File: config.mk
export PLATFORM = sky130hd
export DESIGN_NAME = addsub_seq_flat
export DESIGN_NICKNAME = d
export VERILOG_FILES = /design/src/rtl/addsub_seq_if.sv /design/src/rtl/addsub_seq.sv /design/src/flat_wrapper.sv
export SDC_FILE = /design/constraint.sdc
export NUM_CORES = 1
export LEC_CHECK = 0
export CAP_MARGIN = 20
export CORE_MARGIN = 8
export CORE_UTILIZATION = 45
export DETAILED_ROUTE_END_ITERATION = 7
export PLACE_DENSITY = 0.74
export SLEW_MARGIN = 10
export SYNTH_ARGS = -nofsm -noshare
export SYNTH_HDL_FRONTEND = slang
export SYNTH_SLANG_ARGS = --single-unit
export TNS_END_PERCENT = 100
File: constraint.sdc
create_clock -name clk -period 1.7 [get_ports clk]
set_input_delay 0.34 -clock clk [delete_from_list [all_inputs] [get_ports clk]]
set_output_delay 0.34 -clock clk [all_outputs]
set_load 0.01 [all_outputs]
File: src/rtl/addsub_seq_if.sv
// addsub_seq_if: request/response bundle for the digit-serial adder-subtracter.
//   master: drives start, a, b, sub; observes busy, done, result and flags.
//   slave : the arithmetic unit side.
// WIDTH must match the WIDTH of the attached addsub_seq.
interface addsub_seq_if #(
  parameter int WIDTH = 8
);
  logic             start;
  logic [WIDTH-1:0] a;
  logic [WIDTH-1:0] b;
  logic             sub;
  logic             busy;
  logic             done;
  logic [WIDTH-1:0] result;
  logic             carry;
  logic             zero;
  logic             negative;
  logic             overflow;

  modport master (
    output start, a, b, sub,
    input  busy, done, result, carry, zero, negative, overflow
  );

  modport slave (
    input  start, a, b, sub,
    output busy, done, result, carry, zero, negative, overflow
  );
endinterface

File: src/rtl/addsub_seq.sv
// addsub_seq: digit-serial two's-complement adder-subtracter with ALU flags.
//   clk   : rising-edge clock
//   rst_n : synchronous active-low reset, aborts any operation
//   bus   : addsub_seq_if.slave
//           start/a/b/sub  request, captured only when idle
//           busy           operation in progress
//           done           one-cycle pulse when result/flags update
//           result, carry, zero, negative, overflow  last completed op
// DIGIT bits are processed per clock, LSB digit first, so an operation
// takes NDIG = WIDTH/DIGIT cycles. WIDTH >= 2, DIGIT must divide WIDTH.
module addsub_seq #(
  parameter int WIDTH = 8,
  parameter int DIGIT = 4
) (
  input  logic          clk,
  input  logic          rst_n,
  addsub_seq_if.slave   bus
);
  localparam int NDIG = WIDTH / DIGIT;
  localparam int CW   = (NDIG > 1) ? $clog2(NDIG) : 1;

  typedef enum logic {IDLE, RUN} state_e;

  state_e state_q, state_d;

  // Operand shift registers: the active digit always sits in the low bits.
  logic [WIDTH-1:0] a_q, a_d;
  logic [WIDTH-1:0] b_q, b_d;
  logic             cy_q, cy_d;
  logic [CW-1:0]    cnt_q, cnt_d;
  logic [WIDTH-1:0] acc_q, acc_d;

  // Architecturally visible outputs, only touched on completion.
  logic [WIDTH-1:0] res_q, res_d;
  logic             carry_q, carry_d;
  logic             zero_q, zero_d;
  logic             neg_q, neg_d;
  logic             ovf_q, ovf_d;
  logic             done_q, done_d;

  logic [DIGIT:0]   dsum;
  logic [WIDTH-1:0] dig_w;
  logic [WIDTH-1:0] acc_next;
  logic             cin_msb;
  logic             last;

  // DIGIT-wide slice adder.
  assign dsum     = {1'b0, a_q[DIGIT-1:0]} + {1'b0, b_q[DIGIT-1:0]}
                  + {{DIGIT{1'b0}}, cy_q};
  // Carry into the top bit of the slice: recovered from the sum bit and its
  // operand bits. On the last digit this is the carry into bit WIDTH-1.
  assign cin_msb  = dsum[DIGIT-1] ^ a_q[DIGIT-1] ^ b_q[DIGIT-1];
  assign last     = (cnt_q == CW'(NDIG - 1));
  // New digit enters from the MSB side; after NDIG shifts the LSB digit
  // has arrived at bit 0.
  assign dig_w    = WIDTH'(dsum[DIGIT-1:0]);
  assign acc_next = (acc_q >> DIGIT) | (dig_w << (WIDTH - DIGIT));

  // State register
  always_ff @(posedge clk) begin
    if (!rst_n) state_q <= IDLE;
    else        state_q <= state_d;
  end

  // Next-state logic
  always_comb begin
    state_d = state_q;
    case (state_q)
      IDLE:    if (bus.start) state_d = RUN;
      RUN:     if (last)      state_d = IDLE;
      default: state_d = IDLE;
    endcase
  end

  // Output logic
  always_comb begin
    bus.busy     = (state_q == RUN);
    bus.done     = done_q;
    bus.result   = res_q;
    bus.carry    = carry_q;
    bus.zero     = zero_q;
    bus.negative = neg_q;
    bus.overflow = ovf_q;
  end

  // Datapath next-state
  always_comb begin
    a_d     = a_q;
    b_d     = b_q;
    cy_d    = cy_q;
    cnt_d   = cnt_q;
    acc_d   = acc_q;
    res_d   = res_q;
    carry_d = carry_q;
    zero_d  = zero_q;
    neg_d   = neg_q;
    ovf_d   = ovf_q;
    done_d  = 1'b0;
    case (state_q)
      IDLE: begin
        if (bus.start) begin
          // Subtract is A + ~B + 1: invert B here, feed sub as carry-in.
          a_d   = bus.a;
          b_d   = bus.b ^ {WIDTH{bus.sub}};
          cy_d  = bus.sub;
          cnt_d = '0;
          acc_d = '0;
        end
      end
      RUN: begin
        a_d   = a_q >> DIGIT;
        b_d   = b_q >> DIGIT;
        cy_d  = dsum[DIGIT];
        cnt_d = cnt_q + CW'(1);
        acc_d = acc_next;
        if (last) begin
          res_d   = acc_next;
          carry_d = dsum[DIGIT];
          zero_d  = (acc_next == '0);
          neg_d   = acc_next[WIDTH-1];
          ovf_d   = cin_msb ^ dsum[DIGIT];
          done_d  = 1'b1;
        end
      end
      default: ;
    endcase
  end

  // Datapath registers
  always_ff @(posedge clk) begin
    if (!rst_n) begin
      a_q     <= '0;
      b_q     <= '0;
      cy_q    <= 1'b0;
      cnt_q   <= '0;
      acc_q   <= '0;
      res_q   <= '0;
      carry_q <= 1'b0;
      zero_q  <= 1'b0;
      neg_q   <= 1'b0;
      ovf_q   <= 1'b0;
      done_q  <= 1'b0;
    end else begin
      a_q     <= a_d;
      b_q     <= b_d;
      cy_q    <= cy_d;
      cnt_q   <= cnt_d;
      acc_q   <= acc_d;
      res_q   <= res_d;
      carry_q <= carry_d;
      zero_q  <= zero_d;
      neg_q   <= neg_d;
      ovf_q   <= ovf_d;
      done_q  <= done_d;
    end
  end
endmodule

File: src/flat_wrapper.sv
// flat-port wrapper written by rule: the top's interface ports become plain ports
module addsub_seq_flat 
#(
  parameter int WIDTH = 8,
  parameter int DIGIT = 4
)
  (clk, rst_n, bus_start, bus_a, bus_b, bus_sub, bus_busy, bus_done, bus_result, bus_carry, bus_zero, bus_negative, bus_overflow);
  addsub_seq_if #(.WIDTH(WIDTH)) bus_i ();
  input  logic clk;
  input  logic rst_n;
  input wire logic [$bits(bus_i.start)-1:0] bus_start;
  input wire logic [$bits(bus_i.a)-1:0] bus_a;
  input wire logic [$bits(bus_i.b)-1:0] bus_b;
  input wire logic [$bits(bus_i.sub)-1:0] bus_sub;
  output wire logic [$bits(bus_i.busy)-1:0] bus_busy;
  output wire logic [$bits(bus_i.done)-1:0] bus_done;
  output wire logic [$bits(bus_i.result)-1:0] bus_result;
  output wire logic [$bits(bus_i.carry)-1:0] bus_carry;
  output wire logic [$bits(bus_i.zero)-1:0] bus_zero;
  output wire logic [$bits(bus_i.negative)-1:0] bus_negative;
  output wire logic [$bits(bus_i.overflow)-1:0] bus_overflow;
  assign bus_i.start = bus_start;
  assign bus_i.a = bus_a;
  assign bus_i.b = bus_b;
  assign bus_i.sub = bus_sub;
  assign bus_busy = bus_i.busy;
  assign bus_done = bus_i.done;
  assign bus_result = bus_i.result;
  assign bus_carry = bus_i.carry;
  assign bus_zero = bus_i.zero;
  assign bus_negative = bus_i.negative;
  assign bus_overflow = bus_i.overflow;
  addsub_seq #(.WIDTH(WIDTH), .DIGIT(DIGIT)) u_core (.clk(clk), .rst_n(rst_n), .bus(bus_i));
endmodule
# Word-level counts from Yosys, hierarchy flattened
# Cells that the tools add are included.
# op_classes
eq_ne	1
mux	14
bitwise_logic	6
n_addsub	3
reduce_logical	3
# ops
cell	n
$pmux W8 S2	3
$mux W8	3
$logic_not A8 Y1	1
$or A4 B8 Y8	1
$xor A8 B8 Y8	1
$pmux W1 S2	3
$add A4 B4 Y5	1
$add A5 B1 Y5	1
$mux W1	5
$reduce_and A2 Y1	2
$xor A1 B1 Y1	3
$ne A2 B2 Y1 const B	1
$add A1 B1 Y1 const B	1
$not A1 Y1	1
# totals
reg_bits	40
in_bits	20
word_cells	39
output_inout_bits	14

# Logic depth before layout (Yosys ltp)
# depth
word_depth	5
ltp_mapped	8

# Worst setup path before layout
# OpenSTA, ideal clock, no wires.
# synth_path
path_kind	register to register
startpoint	register u_core.cy_q
endpoint	register u_core.zero_q (netlist: u_core.bus.zero)
t_arrival_ns	1.821
n_path_buf	0
path_stages_with_launch	9
setup_slack_ns	-0.186
cell_sequence	dfxtp_1 > inv_1 > fa_1 > inv_1 > fa_1 > nor2_1 > nand3_1 > a211o_1 > a21boi_2
# synth_between
elab_chain_cells	3
# synth_lines
item	line	text
start, declared	addsub_seq.sv:29	logic cy_q, cy_d;
start signal, assigned	addsub_seq.sv:146	cy_q <= cy_d;
$add A5 B1 Y5	addsub_seq.sv:49	+ {{DIGIT{1'b0}}, cy_q};
$or A4 B8 Y8	addsub_seq.sv:57	assign acc_next = (acc_q >> DIGIT) | (dig_w << (WIDTH - DIGIT));
named net u_core.acc_next[5]	addsub_seq.sv:43	logic [WIDTH-1:0] acc_next;
$logic_not A8 Y1	addsub_seq.sv:119	zero_d = (acc_next == '0);
end signal, assigned	addsub_seq.sv:151	zero_q <= zero_d;
end, declared	addsub_seq.sv:36	logic zero_q, zero_d;
# The timed path passes the listed nets, and every way through them passes these cells.
# A chain may end at the register's enable or synchronous reset.

# Worst setup path after layout
# layout_path
startpoint	register u_core.b_q[0]
endpoint	register u_core.zero_q (netlist: u_core.bus.zero)
# layout_between
elab_chain_cells	4
# layout_lines
item	line	text
start, declared	addsub_seq.sv:28	logic [WIDTH-1:0] b_q, b_d;
start signal, assigned	addsub_seq.sv:133	b_q <= '0;
start signal, assigned	addsub_seq.sv:145	b_q <= b_d;
$add A4 B4 Y5	addsub_seq.sv:48	assign dsum = {1'b0, a_q[DIGIT-1:0]} + {1'b0, b_q[DIGIT-1:0]}
$add A5 B1 Y5	addsub_seq.sv:49	
$or A4 B8 Y8	addsub_seq.sv:57	
named net u_core.acc_next[5]	addsub_seq.sv:43	
$logic_not A8 Y1	addsub_seq.sv:119	
# The timed path passes the listed nets, and every way through them passes these cells.

==> results.cfg <==
[run_status]
status = complete, but fails checks
violations_in_the_final_reports = setup timing

[die]
rows = 22
dieWidth_um = 76.7
floorplan.initialDensity_pct = 45.9
fp.coreArea_sq_um = 3610
design.portCount = 34
die_height_um = 76.7
dieArea_sq_um = 5880

[pwr]
leakagePower_nw = 0.926
power.density_cell_area_nw_per_um2 = 855
max-vdd-ir-drop_v = 0.000465
total_power_mw = 1.92

[cts]
cts_made_buffers = 5
cts.path.max_buffers = 2
cts.sinks = 35
cts_tree = yes
cts_root_buf = clkbuf_8
cts.htree.levels = 2
clkTransAtPathRegs_ns = 0.06
cts.hold.buffers_added = 0
worst_skew_pair.late_latency_ns = 0.29

[global_route]
grt_util_met1_pct = 12.3
gr-total-overflow = 0
first_global_vias = 1219
met3_usage_pct = 5.59
antenna_found_initial = 0
grt_first_pass_wirelength_um = 5420
globalRouteTotalUtil_pct = 11.2
pin_count_of_the_biggest_net_entering_global_routing = 33
globalRouteMet2Util_pct = 17.7
grt.busiest_layer = met2

[timing]
timing.max_slew.rel_slack_pct = 70.4
setup-violations-final = 2
final.setup_skew_ns = 0.00248
max_freq_mhz = 534
rsz0062_at_grt = yes
period_minus_slack_ns = 1.87
tightest_slew_ns = 0.443
min_period_over_period_pct = 110
final-hold-violation-count = 0
final_max_slew_viol_count = 0
final_critical_path_setup_slack_ns = -0.173

[synthesis]
sequential_element_share_of_the_synthesized_area_pct = 42.3
synth_seq_cells = 35
synth_fa_ha_area_share_pct = 4.69
post_synth_inst_count = 185
synth_simple_gate_area_share_pct = 20.2
synthMuxAreaShare_pct = 4.84
yosys.cell_types.count = 33
synth-compound-area-share_pct = 18.1
synthXorXnorAreaFrac_pct = 5.29
synth_top_family_by_area = simple AND/OR/NAND/NOR gates
synth-warning-count = 0
mean_post_synth_cell_area_sq_um = 8.95
mappedNetlistNets = 210
mappedNetlistArea_sq_um = 1660

[placement]
routabilityCongestion = 0.779
post-place-ws_ns = -0.185
hpwl_um = 2440
port_buffers = 33

[cells_and_area]
diodes = 0
filler_cell_count = 327
final_net_count = 252
fraction_of_layout_cells_with_a_size_suffix_above_1_pct = 15.8
area_growth_pct = 35.8

[critical_path]
critPathLaunch = u_core.b_q[0]
setup.reg_to_reg.worst_slack_ns = -0.17
critical_path.max_fanout = 3
r2r_start = u_core.b_q[0]
reg2regPathDepth = 8
r2r-end = u_core.bus.zero
timing.critical_path.from_type = flip-flop
cp.arrival_ns = 2.10
worst_setup_path_end_kind = flip-flop
cp_data_required_time_ns = 1.93
timing_worst_setup_path_type = flip-flop to flip-flop

[routing]
via_per_inst = 4.81
drc = 0
drtPass1Iterations = 4
num_vias = 1328
drt_iter0_drc = 93
antenna_left = 0
routed_wl_um = 3270
wire_length_per_cell_um = 11.9

[hold_path]
timing.hold.worst_path_depth = 2
worst_hold_path.endpoint = u_core.bus.result[0]
holdCritStartpoint = u_core.bus.result[0]
hold_path_class = flip-flop to flip-flop

[flow_run]
maxCapViolations = 0
per-stage QoR:
stage	instances	util [%]	TNS [ns]	instance area (sq um)	hold slack (ns)
2_1_floorplan	185	-	-0.100	1660	0.449
3_3_place_gp	266	58.3	-0.205	2100	0.451
3_5_place_dp	266	58.3	-0.344	2100	0.457
4_1_cts	274	61.4	-0.204	2210	0.467
5_1_grt	276	62.3	-0.458	2250	0.479
6_report	276	62.3	-0.297	2250	0.460
worst max-delay path by stage:
stage / slack [ns] / endpoint / cells after the start
after floorplan: -0.10 / u_core.bus.zero / 8
after global placement: -0.14 / u_core.bus.zero / 8
after detailed placement: -0.18 / u_core.bus.zero / 8
after CTS: -0.17 / u_core.bus.zero / 8
after global routing: -0.26 / u_core.bus.zero / 8
final: -0.17 / u_core.bus.zero / 8
power by group:
| part | switching (mW) | internal [mW] |
|---|---|---|
| clock network | 0.281 | 0.369 |
| registers | 0.0265 | 0.865 |
| logic | 0.167 | 0.213 |
per-layer routing:
metal,wire length [um],share of wire [%]
met1,1540,47
met2,1480,45
met3,208,6.4
met4,42,1.3
met5,0,0
synth_stat cells, drive strengths merged:
master	n	share of area [%]
and3b	1	0.53
o21a	2	0.91
buf	5	1.7
nand3	4	1.2
fa	2	2.4
a21boi	9	4.3
nand2b	3	1.1
xor2	1	0.53
ha	3	2.3
clkbuf	8	1.8
o211a	5	3.0
inv	5	1.1
nor2	14	3.2
nor3b	4	1.8
nor2b	8	3.0
or3	1	0.68
xnor2	9	4.8
mux2i	8	4.8
nor4b	1	0.53
a211oi	9	4.1
nand2	24	5.4
and3	1	0.38
dfxtp	35	42
a211o	1	0.53
a21oi	7	2.1
a21o	1	0.45
o21ai	6	1.8
a31oi	1	0.38
and2	6	2.3
o31ai	1	0.45
sequential cells by signal (all words and copies together), names as in the netlist:
signal               flops
u_core.a_q               8
u_core.b_q               8
u_core.bus.result        8
u_core.acc_q             4
u_core.bus.busy          1
u_core.bus.carry         1
u_core.bus.done          1
u_core.bus.overflow      1
u_core.bus.zero          1
u_core.cnt_q             1
u_core.cy_q              1
timing repair:
item / 4_1_cts / 5_1_grt
endpoints found under the setup margin: 4 / 5
setup buffers: 0 / 2
pin swaps: 3 / 3
gates resized for setup: 3 / 6
cells in the final DEF (no fill, tap or decap), types with 2 or more instances in the layout:
master	instances
and2_1	6
o21a_1	2
dfxtp_1	33
a211oi_1	8
o21ai_0	5
o211a_1	5
clkbuf_8	7
a21boi_0	7
a21oi_1	7
clkdlybuf4s50_1	33
fa_2	2
nor2b_1	8
inv_2	3
nor3b_1	4
ha_1	3
nand2b_1	3
buf_4	14
dfxtp_2	2
nand3_1	3
nand2_1	24
nor2_1	14
xnor2_1	8
inv_1	2
mux2i_1	8
worst max-delay path, stage by stage, from the launching register on:
cell and delay (ns):
dfxtp_2 0.33, inv_2 0.04, fa_2 0.40, inv_2 0.07, fa_2 0.44, nor2_1 0.11
nand3_1 0.08, a211o_1 0.25, a21boi_2 0.11
cells by family after synthesis:
logic type | after synthesis
AND/OR/NAND/NOR | 67
AO/OA/AOI/OAI | 42
flip-flops | 35
buffers and inverters | 18
XOR/XNOR | 10
multiplexers | 8
adder cells (fa/ha/maj) | 5
layout make-up:
| cell class | instances | area (sq um) | share of cell area, % |
|---|---|---|---|
| Sequential cell | 35 | 703 | 31.3 |
| Timing Repair Buffer | 48 | 455 | 20.3 |
| Inverter | 5 | 18.8 | 0.835 |
| Clock buffer | 8 | 100 | 4.45 |
| Tap cell | 48 | 60.1 | 2.67 |
| Multi-Input combinational cell | 132 | 910 | 40.5 |
Note: power is estimated with default switching activity, not from simulation.
